--- src/rtl/dpram_wr_arbiter.sv ---
// Write-port arbiter for a 16-bit byte-enabled dual-port RAM.
// Two requesters share the write port round-robin with a req/ack handshake.
// A built-in sequencer can fill words 0..NUMWORDS-1 with CLR_DATA.
module dpram_wr_arbiter #(
  parameter int          ADDRWIDTH = 14,
  parameter int          NUMWORDS  = 1 << ADDRWIDTH,
  parameter logic [15:0] CLR_DATA  = 16'h0000
) (
  input  logic                 clk,
  input  logic                 reset_n,
  input  logic                 req0,
  input  logic [ADDRWIDTH-1:0] addr0,
  input  logic [15:0]          data0,
  input  logic [1:0]           be0,
  output logic                 ack0,
  input  logic                 req1,
  input  logic [ADDRWIDTH-1:0] addr1,
  input  logic [15:0]          data1,
  input  logic [1:0]           be1,
  output logic                 ack1,
  input  logic                 clr_start,
  output logic                 clr_busy,
  output logic [ADDRWIDTH-1:0] ram_wraddress,
  output logic                 ram_wren,
  output logic [1:0]           ram_byteena,
  output logic [15:0]          ram_data
);

  typedef enum logic {IDLE, CLEAR} state_t;

  // One write beat as presented on the RAM pins.
  typedef struct packed {
    logic [ADDRWIDTH-1:0] addr;
    logic [15:0]          data;
    logic [1:0]           be;
  } wr_t;

  localparam logic [ADDRWIDTH-1:0] LAST_ADDR = ADDRWIDTH'(NUMWORDS - 1);

  state_t               state_q, state_d;
  logic [ADDRWIDTH-1:0] cnt_q, cnt_d;
  logic                 last_q, last_d;    // 1: requester 1 was granted last
  wr_t                  wr_q, wr_d;
  logic                 wren_d, ack0_d, ack1_d, busy_d;
  logic                 elig0, elig1, grant0, grant1;

  // A requester whose ack is high this cycle is masked so the held-high
  // request is not mistaken for a fresh one.
  assign elig0  = req0 & ~ack0;
  assign elig1  = req1 & ~ack1;
  assign grant0 = elig0 & (~elig1 | last_q);
  assign grant1 = elig1 & (~elig0 | ~last_q);

  assign ram_wraddress = wr_q.addr;
  assign ram_data      = wr_q.data;
  assign ram_byteena   = wr_q.be;

  // Next-state and next-output decode; write fields hold unless overwritten.
  always_comb begin
    state_d = state_q;
    cnt_d   = cnt_q;
    last_d  = last_q;
    wr_d    = wr_q;
    wren_d  = 1'b0;
    ack0_d  = 1'b0;
    ack1_d  = 1'b0;
    busy_d  = clr_busy;
    case (state_q)
      IDLE: begin
        if (clr_start) begin
          state_d = CLEAR;
          busy_d  = 1'b1;
          cnt_d   = '0;
        end else if (grant0) begin
          wr_d   = '{addr: addr0, data: data0, be: be0};
          wren_d = 1'b1;
          ack0_d = 1'b1;
          last_d = 1'b0;
        end else if (grant1) begin
          wr_d   = '{addr: addr1, data: data1, be: be1};
          wren_d = 1'b1;
          ack1_d = 1'b1;
          last_d = 1'b1;
        end
      end
      CLEAR: begin
        wr_d   = '{addr: cnt_q, data: CLR_DATA, be: 2'b11};
        wren_d = 1'b1;
        if (cnt_q == LAST_ADDR) begin
          // Final word issued: leave without wrapping the counter.
          state_d = IDLE;
          busy_d  = 1'b0;
        end else begin
          cnt_d = cnt_q + ADDRWIDTH'(1);
        end
      end
    endcase
  end

  // State and registered RAM-side outputs; reset aborts any clear.
  always_ff @(posedge clk or negedge reset_n) begin
    if (!reset_n) begin
      state_q  <= IDLE;
      cnt_q    <= '0;
      last_q   <= 1'b1;
      wr_q     <= '0;
      ram_wren <= 1'b0;
      ack0     <= 1'b0;
      ack1     <= 1'b0;
      clr_busy <= 1'b0;
    end else begin
      state_q  <= state_d;
      cnt_q    <= cnt_d;
      last_q   <= last_d;
      wr_q     <= wr_d;
      ram_wren <= wren_d;
      ack0     <= ack0_d;
      ack1     <= ack1_d;
      clr_busy <= busy_d;
    end
  end

endmodule

--- config.mk ---
export PLATFORM = sky130hd
export DESIGN_NAME = dpram_wr_arbiter
export DESIGN_NICKNAME = d
export VERILOG_FILES = /design/src/rtl/dpram_wr_arbiter.sv
export SDC_FILE = /design/constraint.sdc
export NUM_CORES = 1
export LEC_CHECK = 0
export ABC_AREA = 1
export CORE_MARGIN = 2
export CORE_UTILIZATION = 44
export CTS_CLUSTER_DIAMETER = 40
export DETAILED_ROUTE_END_ITERATION = 10
export PLACE_DENSITY = 0.8
export SLEW_MARGIN = 0
export SYNTH_ARGS = -nofsm -noshare
export SYNTH_HDL_FRONTEND = slang
export SYNTH_SLANG_ARGS = --single-unit
--- constraint.sdc ---
create_clock -name clk -period 1.5 [get_ports clk]
set_input_delay 0.225 -clock clk [delete_from_list [all_inputs] [get_ports clk]]
set_output_delay 0.225 -clock clk [all_outputs]
set_load 0.01 [all_outputs]
# Yosys cells after proc, flatten, opt, wreduce, memory -nomap -nowiden

Cells that the tools add are included.

Bits in registers: 52
Input port bits: 69
Output and inout bits: 36
Logic and storage cells: 60

$add $sub $neg: 1
Equality and inequality tests: 6
Mux-type cells: 25
Bitwise gates (word level): 13
Reduce and logical (&&, ||, !) cells: 5

Operators with widths:

| cell                                                   | number |
|---|---|
| two-way mux 32 bit                                     | 3 |
| case mux 32 bit (2 select lines)                       | 1 |
| two-way mux 14 bit                                     | 2 |
| case mux 14 bit (2 select lines)                       | 1 |
| two-way mux 1 bit                                      | 15 |
| adder 14 x 1 -> 14 bit (second input constant)         | 1 |
| == test 14 bit (second input constant)                 | 1 |
| NOT 1 bit                                              | 7 |
| inequality test 2 bit (second input constant)          | 3 |
| case mux 1 bit (2 select lines)                        | 3 |
| AND reduction 2 bit                                    | 3 |
| AND 1 bit                                              | 4 |
| inequality test 3 bit (second input constant)          | 1 |
| AND reduction 3 bit                                    | 1 |
| inequality test 2 x 1 -> 1 bit (second input constant) | 1 |
| OR 1 bit                                               | 2 |
| nonzero test 2 bit                                     | 1 |

# Longest topological paths before layout

Word-level depth: 9
Mapped depth: 10
Mapped depth without buffers: 10

# Least setup slack after synthesis

Ideal clock, no wire load.

Kind: register -> register
From: reg cnt_q[0]
To: reg cnt_q[11]
Library setup time: 0.118 ns
Arrival: 1.261 ns
Data required time: 1.382 ns
Slack: 0.122 ns
Cell stages (with the launch flop): 11
Buffers on the path: 1
Clock period less this slack: 1.378 ns
Cell sequence: dfrtp_1 > ha_1 > nand2_2 > nor2_4 > nand2_2 > clkinv_2 > nand2_4 > nand2_4 > buf_8 > nand3_1 > nand2_1

Word-level cells in the longest chain between the ends: 3
Elaborated cells between the ends (all ways): 6
Classes of those cells: add/sub: 1; eq/ne: 2; mux: 2; reduce/logical: 1

RTL lines:

| element                                                                 | RTL line | RTL |
|---|---|---|
| from (decl)                                                             | 41       | `logic [ADDRWIDTH-1:0] cnt_q, cnt_d;` |
| from (signal assigned)                                                  | 113      | `cnt_q <= cnt_d;` |
| adder 14 x 1 -> 14 bit or == test 14 bit (tied branches)                | 94, 89   |  |
| two-way mux 14 bit or inequality test 2 bit (tied branches)             | n/a      |  |
| case mux 14 bit (2 select lines) or AND reduction 2 bit (tied branches) | n/a      |  |

Several ways; a longest one is shown, not always the timed one. The select of a mux whose other input is x is not followed.
A chain may end at the register's enable or synchronous reset.

# Worst setup path after layout

From: reg wr_q (netlist bit ram_wraddress[1])
To: out ram_wraddress[1]

RTL lines:

| element                | RTL line | RTL |
|---|---|---|
| from (decl)            | 43       | `wr_t wr_q, wr_d;` |
| from (signal assigned) | 115      | `wr_q <= wr_d;` |
| to (decl)              | 23       | `output logic [ADDRWIDTH-1:0] ram_wraddress,` |

No word-level cell between the ends.

==> results.sh <==
export IMPL_grt_pass1_wl_um=13910
export IMPL_track_usage_pct=24.26
export IMPL_insertion_delay_ns=0.31
export IMPL_setup_ws_ns=0.03634
export IMPL_rsz0062_at_grt="no"
export IMPL_netlist_area_um2=2759
export IMPL_rows=28
export IMPL_max_cap_violations=0
export IMPL_hold_viol=0
export IMPL_clockRootBuffer="clkbuf_8"
export IMPL_place_congestion=0.8930
export IMPL_worst_clock_skew_ns=0.01547
export IMPL_fillCellCount=465
export IMPL_synth_cell_types=28
export IMPL_p_leak_nw=1.981
export IMPL_async_flop_share_pct=100.0
export IMPL_maxSlewViolCount=0
export IMPL_yosys_warnings=0
export IMPL_r2r_setup_slack_ns=0.09
export IMPL_synth_edf_count=0
export IMPL_crit_fanout=2
export IMPL_vias=2959
export IMPL_crit_path_start_kind="flop"
export IMPL_worst_setup_path_end_kind="output port"
export IMPL_core_um2=5991
export IMPL_die_area_um2=6920
export IMPL_seq_area_um2=1303
export IMPL_p_per_area_nw_per_um2=632.1
export IMPL_status="finished, final reports clean"
export IMPL_ant_nets=0
export IMPL_cpPeakStageDelay_ns=0.56
export IMPL_vias_per_cell=5.111
export IMPL_syn2layout_area_growth_pct=53.20
export IMPL_max_freq_mhz=683.2
export IMPL_synth_seq_cells=52
export IMPL_clk_pin_slew_ns=0.10
export IMPL_worst_pin_slew_ns=0.4081
export IMPL_final_cell_mix="nand2_1, clkdlybuf4s50_1, dfrtp_1"
export IMPL_dp_hpwl_um=6171
export IMPL_die_w_um=83.19
export IMPL_hp_class="input pin to asynchronous set/reset pin"
export IMPL_power_mw=2.672
export IMPL_clock_path_buffers=2
export IMPL_cp_num_buf_inv=1
export IMPL_cp_arrival_ns=1.24
export IMPL_crit_type="flop to output port"
export IMPL_die_h_um=83.19
export IMPL_n_antenna_cell=0
export IMPL_cp_required_ns=1.27
export IMPL_synth_ff_type="dfrtp_1"
export IMPL_synth_area_per_cell_um2=7.222
export IMPL_dr_pass1_iters=4
export IMPL_antenna_found_initial=0
export IMPL_grt_pass1_vias=2881
export IMPL_ys_seq_area_share_pct=47.21
export IMPL_layout_commonest_cell="nand2_1"
export IMPL_cts_made_buffers=5
export IMPL_drc_errors=0
export IMPL_num_nets_final=573
export IMPL_yosys_top_cells_area="dfrtp_1, nand2_1, nand3_1, nor2_1, o21ai_0"
export IMPL_start_util_pct=46.05
export IMPL_routed_wl_um=8260
export IMPL_finalCriticalPeriod_ns=1.464
export IMPL_synth_top_cell_by_area="dfrtp_1"
export IMPL_cts_tree="built"
export IMPL_grt_max_degree=35
export IMPL_relSlewSlack_pct=72.69
export IMPL_crit_chain="clkdlybuf4s50_1"
export IMPL_drive_gt1_share_pct=10.71
export IMPL_post_cts_setup_buffers=0
export IMPL_cts_max_level=2
export IMPL_syn_instance_count=382
export IMPL_period_share_pct=97.58
export IMPL_slowest_stage="clkdlybuf4s50_1"
export IMPL_multi_input_area_um2=1313
export IMPL_worst_path_dominant_cell_family="buffers and inverters"
export IMPL_pre_cts_ws_ns=-0.1042
export IMPL_io_buffer_count=104
export IMPL_numClockSinks=52
export IMPL_io_pins=105
export IMPL_irDropWorstVdd_mv=0.6263
export IMPL_wl_per_cell_um=14.27
export IMPL_synth_fp_nets=452
export IMPL_setup_viol=0
export IMPL_grt_overflow=0
export IMPL_drt_initial_drc_count=129
export IMPL_post_synth_top_area_fraction_pct=46.26
[state kept, by name, indices dropped and copies added (netlist names)]
name and cells:
ram_data 16, cnt_q 14, ram_wraddress 14, ram_byteena 2, ack0 1, ack1 1
clr_busy 1, last_q 1, ram_wren 1, state_q 1
[through the flow]
stage	utilization [%]	hold slack (ns)	setup TNS (ns)	instance area (um^2)	instances
after CTS	70.09	0.3637	0	4199	579
final	70.55	0.3692	0	4227	579
after floorplan	-	-0.07059	0	2759	382
after detailed placement	67.94	0.1635	-2.631	4070	570
after global routing	70.55	0.3776	0	4227	579
after global placement	67.94	0.1615	-1.704	4070	570
[report_power, final]
group	switching (mW)	leakage [nW]	total [mW]	internal (mW)
registers	0	0.606	1.40	1.40
logic	0.116	1.32	0.312	0.195
clock network	0.463	0.0552	0.959	0.496
total	0.579	1.98	2.67	2.09
[kinds of logic (layout without fill, tap and decap cells)]
kind of cell	after synthesis	in the layout	share of synthesized area [%]
adder cells (fa/ha/maj)	1	1	0.4534
buffers and inverters	41	163	6.530
AND/OR/NAND/NOR	246	246	37.78
AO/OA/AOI/OAI	42	42	8.027
flip-flops	52	52	47.21
[routing by layer]
metal  part of all wire (%)  track usage (%)  vias up
met5                      0                0        -
met4                    1.6            7.154        0
met3                    5.5            5.169       13
met2                     48            38.56      102
met1                     45            33.53     1386
li1                       -                -     1458
[worst register-to-register path, delay by kind of cell, from the launching register on]
kind,cells,cell delay (ns)
buf+inv,1,0.09
flops,1,0.40
fa+ha+maj,1,0.17
simple gates,8,0.66
[final cells by class]
class,instances,share of cell area [%]
Clock inverter,2,0.8289
Clock buffer,6,1.717
Inverter,24,2.161
Tap cell,75,2.220
Sequential cell,52,30.82
Multi-Input combinational cell,289,31.05
Timing Repair Buffer,131,31.20
[Yosys cell counts, types with 2 or more instances]
master and instances:
a21oi_1 2, buf_2 10, clkbuf_1 4, dfrtp_1 51
inv_1 21, inv_2 2, nand2_1 150, nand2_2 3
nand2_4 2, nand3_1 49, nand4_1 2, nor2_1 31
nor2_2 2, nor2_4 2, nor3_1 2, o21ai_0 19
o21ai_1 17, or2_2 3
[timing repair]
| item | 4_1_cts | 5_1_grt |
|---|---|---|
| hold buffers | 1 | 0 |
| gates resized for setup | 2 | 6 |
| endpoints found under the setup margin | 8 | 16 |
| endpoints found under the hold margin | 12 | 0 |
| pin swaps | 0 | 3 |
[final timing paths]
kind	startpoint	depth (start not counted)	endpoint
worst max-delay path	ram_wraddress[1]	1	ram_wraddress[1]
worst min-delay path	reset_n	2	ram_wraddress[7]
worst max register to register	cnt_q[1]	10	cnt_q[7]
worst min register to register	ram_wraddress[6]	2	ram_wraddress[6]
max in group asynchronous	reset_n	3	last_q
min in group clk	ram_wraddress[6]	2	ram_wraddress[6]
No activity file was read; power rests on OpenSTA's default activity.
